--- config.mk ---
export PLATFORM = sky130hd
export DESIGN_NAME = cpu_issue_arbiter
export DESIGN_NICKNAME = d
export VERILOG_FILES = /design/src/rtl/cpu_arb_pkg.sv /design/src/rtl/cpu_rr_picker.sv /design/src/rtl/cpu_issue_arbiter.sv
export SDC_FILE = /design/constraint.sdc
export NUM_CORES = 1
export LEC_CHECK = 0
export ABC_AREA = 0
export CORE_MARGIN = 2
export CORE_UTILIZATION = 38
export DETAILED_ROUTE_END_ITERATION = 8
export PLACE_DENSITY = 0.85
export RECOVER_POWER = 25
export SKIP_CTS_REPAIR_TIMING = 1
export SYNTH_ARGS = -nofsm -noshare
export SYNTH_HDL_FRONTEND = slang
export SYNTH_SLANG_ARGS = --single-unit
--- constraint.sdc ---
create_clock -name i_clock -period 3.96 [get_ports i_clock]
set_input_delay 0.792 -clock i_clock [delete_from_list [all_inputs] [get_ports i_clock]]
set_output_delay 0.792 -clock i_clock [all_outputs]
set_load 0.005 [all_outputs]
--- src/rtl/cpu_arb_pkg.sv ---
// Shared types and the rotate-priority pick helper for the CPU issue arbiter.
package cpu_arb_pkg;

  localparam int ARB_MAX_NR = 8;
  localparam int ARB_IDX_W  = 3;

  typedef enum logic {
    SLOT_EMPTY = 1'b0,
    SLOT_FULL  = 1'b1
  } slot_state_t;

  typedef struct packed {
    logic                 found;
    logic [ARB_IDX_W-1:0] idx;
  } rr_pick_t;

  // First valid index scanning ptr, ptr+1, ... and wrapping at nr.
  function automatic rr_pick_t rr_pick(
    input logic [ARB_MAX_NR-1:0] valid,
    input logic [ARB_IDX_W-1:0]  ptr,
    input logic [ARB_IDX_W:0]    nr
  );
    rr_pick_t             res;
    logic [ARB_IDX_W:0]   off_w;
    logic [ARB_IDX_W:0]   sum;
    logic [ARB_IDX_W:0]   k;
    logic                 hit;
    res.found = 1'b0;
    res.idx   = 3'd0;
    for (int off = 0; off < ARB_MAX_NR; off++) begin
      off_w     = 4'(off);
      sum       = {1'b0, ptr} + off_w;
      k         = (sum >= nr) ? (sum - nr) : sum;
      hit       = (off_w < nr) && valid[k[ARB_IDX_W-1:0]] && !res.found;
      res.idx   = hit ? k[ARB_IDX_W-1:0] : res.idx;
      res.found = res.found | hit;
    end
    return res;
  endfunction

endpackage

--- src/rtl/cpu_rr_picker.sv ---
// Combinational rotate-priority encoder: picks the first valid requester at or after i_ptr.
module cpu_rr_picker
  import cpu_arb_pkg::*;
#(
  parameter int NR = 2,
  parameter int IW = 1
) (
  input  logic [NR-1:0] i_valid,
  input  logic [IW-1:0] i_ptr,
  output logic          o_found,
  output logic [IW-1:0] o_idx
);

  localparam logic [ARB_IDX_W:0] NR_W = NR[ARB_IDX_W:0];

  logic [ARB_MAX_NR-1:0] w_valid;
  logic [ARB_IDX_W-1:0]  w_ptr;
  rr_pick_t              w_pick;

  // Widen to the package's fixed width and run the shared pick function.
  always_comb begin
    w_valid           = 8'd0;
    w_valid[NR-1:0]   = i_valid;
    w_ptr             = 3'd0;
    w_ptr[IW-1:0]     = i_ptr;
    w_pick            = rr_pick(w_valid, w_ptr, NR_W);
    o_found           = w_pick.found;
    o_idx             = w_pick.idx[IW-1:0];
  end

endmodule

--- src/rtl/cpu_issue_arbiter.sv ---
// Round-robin arbiter feeding one registered tag/data slot with busy back-pressure.
// Optional requester-0 priority with starvation guard: define CPU_ISSUE_ARBITER_PRIO_EN.
module cpu_issue_arbiter
  import cpu_arb_pkg::*;
#(
  parameter int NR         = 2,
  parameter int DW         = 32,
  parameter int TW         = 8,
  parameter int MAX_STARVE = 4,
  localparam int IW        = (NR > 1) ? $clog2(NR) : 1
) (
  input  logic           i_clock,
  input  logic           i_reset,
  input  logic [NR-1:0]    i_req_valid,
  input  logic [NR*TW-1:0] i_req_tag,
  input  logic [NR*DW-1:0] i_req_data,
  output logic [NR-1:0]    o_req_busy,
  output logic           o_valid,
  output logic [TW-1:0]  o_tag,
  output logic [DW-1:0]  o_data,
  output logic [IW-1:0]  o_grant_id,
  input  logic           i_busy
);

  localparam logic [IW-1:0] LAST_IDX = IW'(NR - 1);

  slot_state_t   r_state;
  logic [TW-1:0] r_tag;
  logic [DW-1:0] r_data;
  logic [IW-1:0] r_grant_id;
  logic [IW-1:0] r_ptr;

  logic [NR-1:0] w_pick_valid;
  logic          w_pick_found;
  logic [IW-1:0] w_pick_idx;
  logic          w_found;
  logic [IW-1:0] w_winner;
  logic          w_can_accept;
  logic          w_accept;
  logic          w_ptr_upd;
  logic [IW-1:0] w_next_ptr;
  logic [TW-1:0] w_sel_tag;
  logic [DW-1:0] w_sel_data;

  cpu_rr_picker #(
    .NR (NR),
    .IW (IW)
  ) u_picker (
    .i_valid (w_pick_valid),
    .i_ptr   (r_ptr),
    .o_found (w_pick_found),
    .o_idx   (w_pick_idx)
  );

`ifdef CPU_ISSUE_ARBITER_PRIO_EN
  localparam int SW = $clog2(MAX_STARVE + 1);

  logic [SW-1:0] r_starve;
  logic          w_force;
  logic          w_others;

  // Requester 0 wins outright unless it has starved the others for MAX_STARVE grants.
  always_comb begin
    w_force      = (r_starve >= SW'(MAX_STARVE));
    w_others     = |(i_req_valid >> 1);
    w_pick_valid = w_force ? (i_req_valid & ~NR'(1)) : i_req_valid;
    if (!w_force && i_req_valid[0]) begin
      w_found  = 1'b1;
      w_winner = '0;
    end else if (w_pick_found) begin
      w_found  = 1'b1;
      w_winner = w_pick_idx;
    end else if (i_req_valid[0]) begin
      w_found  = 1'b1;
      w_winner = '0;
    end else begin
      w_found  = 1'b0;
      w_winner = '0;
    end
  end

  // Starve counter: counts requester-0 grants taken while others wait.
  always_ff @(posedge i_clock or negedge i_reset) begin
    if (!i_reset) begin
      r_starve <= '0;
    end else if (w_accept) begin
      if (w_winner != '0) begin
        r_starve <= '0;
      end else if (!w_others) begin
        r_starve <= '0;
      end else if (r_starve < SW'(MAX_STARVE)) begin
        r_starve <= r_starve + SW'(1);
      end else begin
        r_starve <= r_starve;
      end
    end else begin
      r_starve <= r_starve;
    end
  end

  assign w_ptr_upd = w_accept && (w_winner != '0);
`else
  // Pure round-robin over every requester.
  always_comb begin
    w_pick_valid = i_req_valid;
    w_found      = w_pick_found;
    w_winner     = w_pick_idx;
  end

  assign w_ptr_upd = w_accept;
`endif

  assign w_can_accept = (r_state == SLOT_EMPTY) || !i_busy;
  assign w_accept     = w_can_accept && w_found;
  assign w_next_ptr   = (w_winner == LAST_IDX) ? '0 : (w_winner + IW'(1));

  // Winner's tag/data mux.
  always_comb begin
    w_sel_tag  = '0;
    w_sel_data = '0;
    for (int k = 0; k < NR; k++) begin
      w_sel_tag  = w_sel_tag  | ({TW{w_winner == IW'(k)}} & i_req_tag[k*TW +: TW]);
      w_sel_data = w_sel_data | ({DW{w_winner == IW'(k)}} & i_req_data[k*DW +: DW]);
    end
  end

  // Only the accepted requester sees busy low; everyone is held off in reset.
  always_comb begin
    if (!i_reset) begin
      o_req_busy = '1;
    end else if (w_accept) begin
      o_req_busy = ~(NR'(1) << w_winner);
    end else begin
      o_req_busy = '1;
    end
  end

  // Output slot: load on accept (also covers drain+refill), empty on drain, hold on stall.
  always_ff @(posedge i_clock or negedge i_reset) begin
    if (!i_reset) begin
      r_state    <= SLOT_EMPTY;
      r_tag      <= '0;
      r_data     <= '0;
      r_grant_id <= '0;
    end else if (w_accept) begin
      r_state    <= SLOT_FULL;
      r_tag      <= w_sel_tag;
      r_data     <= w_sel_data;
      r_grant_id <= w_winner;
    end else if ((r_state == SLOT_FULL) && !i_busy) begin
      r_state    <= SLOT_EMPTY;
      r_tag      <= r_tag;
      r_data     <= r_data;
      r_grant_id <= r_grant_id;
    end else begin
      r_state    <= r_state;
      r_tag      <= r_tag;
      r_data     <= r_data;
      r_grant_id <= r_grant_id;
    end
  end

  // Round-robin pointer moves past the winner.
  always_ff @(posedge i_clock or negedge i_reset) begin
    if (!i_reset) begin
      r_ptr <= '0;
    end else if (w_ptr_upd) begin
      r_ptr <= w_next_ptr;
    end else begin
      r_ptr <= r_ptr;
    end
  end

  assign o_valid    = (r_state == SLOT_FULL);
  assign o_tag      = r_tag;
  assign o_data     = r_data;
  assign o_grant_id = r_grant_id;

endmodule

==> results.txt <==
Total number of nets in the final design - 359
Antenna Diode Count - 0
Most area-hungry cell type in the Yosys netlist - sky130_fd_sc_hd__dfrtp_1
Worst setup EP type - output pin
Total of warnings raised by yosys - 0
Htree depth - 2
Worst-skew pair later-pin latency - 290 ps
Max-cap violations - 1
Max Fanout on Critical Path - 4
Mapped Cells - 149
Fill cell instance count of the final layout - 365
Power after layout - 1202 uW
Core Area - 4786 um2
Die Ht - 74.96 um
Die Area - 5618 um2
Area growth from synthesis to layout - 70.77%
Worst Path Required - 3170 ps
Final setup fails - 0
Number of different library cells in the post-synthesis netlist - 12
Gr ovfl total - 0
Total global routing track utilization - 0.1965
Period utilization - 0.7572
DR pass1 iterations - 4
Status - finished with violations
Top area cells in the synthesized netlist - sky130_fd_sc_hd__dfrtp_1, sky130_fd_sc_hd__a221o_1, sky130_fd_sc_hd__and2_1
Half-perimeter wire length after placement - 3992 um
Post-route ant nets - 0
Class of the worst hold path - reg -> reg
CTS Root Cell - sky130_fd_sc_hd__clkbuf_8
Share of the synthesized area in the top cell type - 0.5625
Post-layout utilization of the core - 0.6826
Number of DRC markers after the initial detailed-route iteration - 51
Worst-margin pin slew - 1667 ps
Die width - 74.96 um
WL/cell - 16.46 um
Number of top-level pins - 129
Post-DR vias/cell - 5.114
Inserted Clock Buffers - 5
Proportion of synthesized chip area in sequential cells - 0.5625
RSZ-0062 raised after global routing - false
Type of element launching the critical path - input pin
Clock transition at the registers of the reported paths - 80 ps
Violated checks - capacitance limit, slew limit
Final Slew Violations - 32
Mapped Avg Cell Area - 12.84 um2
Data arrival at the endpoint of the critical path - 2210 ps
Layout cells sized above 1 - 0.04364
Clock skew - 7.404 ps
Antenna violations before repair - 0
Fin. Hold Viols - 0
Final critical path time including I/O delays and setup - 2999 ps
Peak supply drop - 0.1990 mV
Effective utilization at floorplan - 0.3997
TritonCTS clock tree - yes
Routability-driven placement congestion ratio - 0.7274
Maximum count of clock buffers along a single path - 2
Final routed wirelength across all metal layers - 5631 um
Pin count of the biggest net entering global routing - 42
Post-route setup TNS - 0 ps
Post-synthesis instance area - 1913 um2
Vias after detailed routing - 1749
Static leakage - 0.001367 uW
Path type of the worst setup path - in -> out
Number of global-route vias before repair - 1763
Synthesis-stage register bit count - 43
Clock sink total - 43
IO buf count - 128
Placement Rows - 25
Synthesized Nets - 234
Global-route wire length before repair - 8286 um
Pwr Density - 368.0 nW/um2
Drc violations - 0
Achievable Freq - 333.5 MHz
Worst slew slack as a fraction of its limit - -0.1110
-- metal layers --
metal  wire (um)  GRT usage  share of wire
met1        2293     0.2470           0.41
met3         430    0.04819          0.076
met4          48    0.05952         0.0085
met5           0          0              0
met2        2858     0.3353           0.51
-- worst max-delay path, cell delays in order --
cell and delay (ps):
sky130_fd_sc_hd__clkdlybuf4s50_1 530, sky130_fd_sc_hd__nand2b_1 70, sky130_fd_sc_hd__and3_1 190, sky130_fd_sc_hd__nand2_1 80
sky130_fd_sc_hd__clkdlybuf4s50_1 540
-- synthesized netlist by cell type --
cell and number:
sky130_fd_sc_hd__and2_1 40, sky130_fd_sc_hd__nand2_1 5, sky130_fd_sc_hd__nor2_1 1, sky130_fd_sc_hd__buf_6 9
sky130_fd_sc_hd__a221o_1 40, sky130_fd_sc_hd__a21o_1 2, sky130_fd_sc_hd__o2bb2ai_1 1, sky130_fd_sc_hd__nand2b_1 1
sky130_fd_sc_hd__and3_1 2, sky130_fd_sc_hd__clkbuf_1 4, sky130_fd_sc_hd__buf_2 1, sky130_fd_sc_hd__dfrtp_1 43
-- logic make-up (layout without fill, tap and decap cells) --
family,count (synthesis),count (layout),synth area share
buf+inv,14,140,0.06344
flops,43,43,0.5625
simple gates,49,49,0.1524
compound gates,43,43,0.2217
-- through the flow --
step / cells / hold WS [ps] / area, um2 / worst slack, ps
after floorplan: 149 / 463.0 / 1913 / 1810
after global placement: 334 / 460.5 / 3188 / 1016
after detailed placement: 334 / 465.9 / 3188 / 981.8
after CTS: 342 / 404.3 / 3272 / 960.9
after global routing: 342 / 510.6 / 3267 / 855.3
final: 342 / 487.6 / 3267 / 961.3
-- sequential cells by signal, summed over array words and instances (netlist names) --
name and cells:
o_data 32, o_tag 8, o_grant_id 1, o_valid 1, r_ptr 1
-- placed cells by master (no fill, tap or decap) --
master / Yosys / routed
sky130_fd_sc_hd__buf_4: 0 / 3
sky130_fd_sc_hd__nor2_1: 1 / 1
sky130_fd_sc_hd__a21o_1: 2 / 2
sky130_fd_sc_hd__nand2_1: 5 / 5
sky130_fd_sc_hd__o2bb2ai_2: 0 / 1
sky130_fd_sc_hd__dfrtp_1: 43 / 43
sky130_fd_sc_hd__clkbuf_8: 0 / 5
sky130_fd_sc_hd__clkbuf_1: 4 / 2
sky130_fd_sc_hd__a221o_1: 40 / 40
sky130_fd_sc_hd__clkinv_2: 0 / 3
sky130_fd_sc_hd__clkdlybuf4s50_1: 0 / 127
sky130_fd_sc_hd__and2_1: 40 / 40
sky130_fd_sc_hd__and3_1: 2 / 2
sky130_fd_sc_hd__nand2b_1: 1 / 1
-- report_power, final --
part	internal, uW	switching, uW	leakage [uW]
combinational	267	124	0.000793
sequential	509	33.4	0.000527
clock	121	148	0.0000477
-- final timing paths --
check	start	end	depth (start not counted)	slack, ps
min in group asynchronous	i_reset	o_tag[4]	1	590
setup reg to reg	r_ptr	o_data[17]	4	2460
hold reg to reg	o_grant_id	o_grant_id	1	490
hold / removal	o_grant_id	o_grant_id	1	490
setup / recovery	i_req_valid[0]	o_req_busy[1]	5	960
max in group asynchronous	i_reset	o_valid	2	1330
-- final cells by class --
class	instances	area, um2	area share
Timing Repair Buffer	132	1301	0.3983
Clock inverter	3	15.01	0.004596
Multi-Input combinational cell	92	721.9	0.2210
Clock buffer	5	68.82	0.02106
Sequential cell	43	1076	0.3294
Tap cell	67	83.83	0.02566
Note: power is estimated with default switching activity, not from simulation.
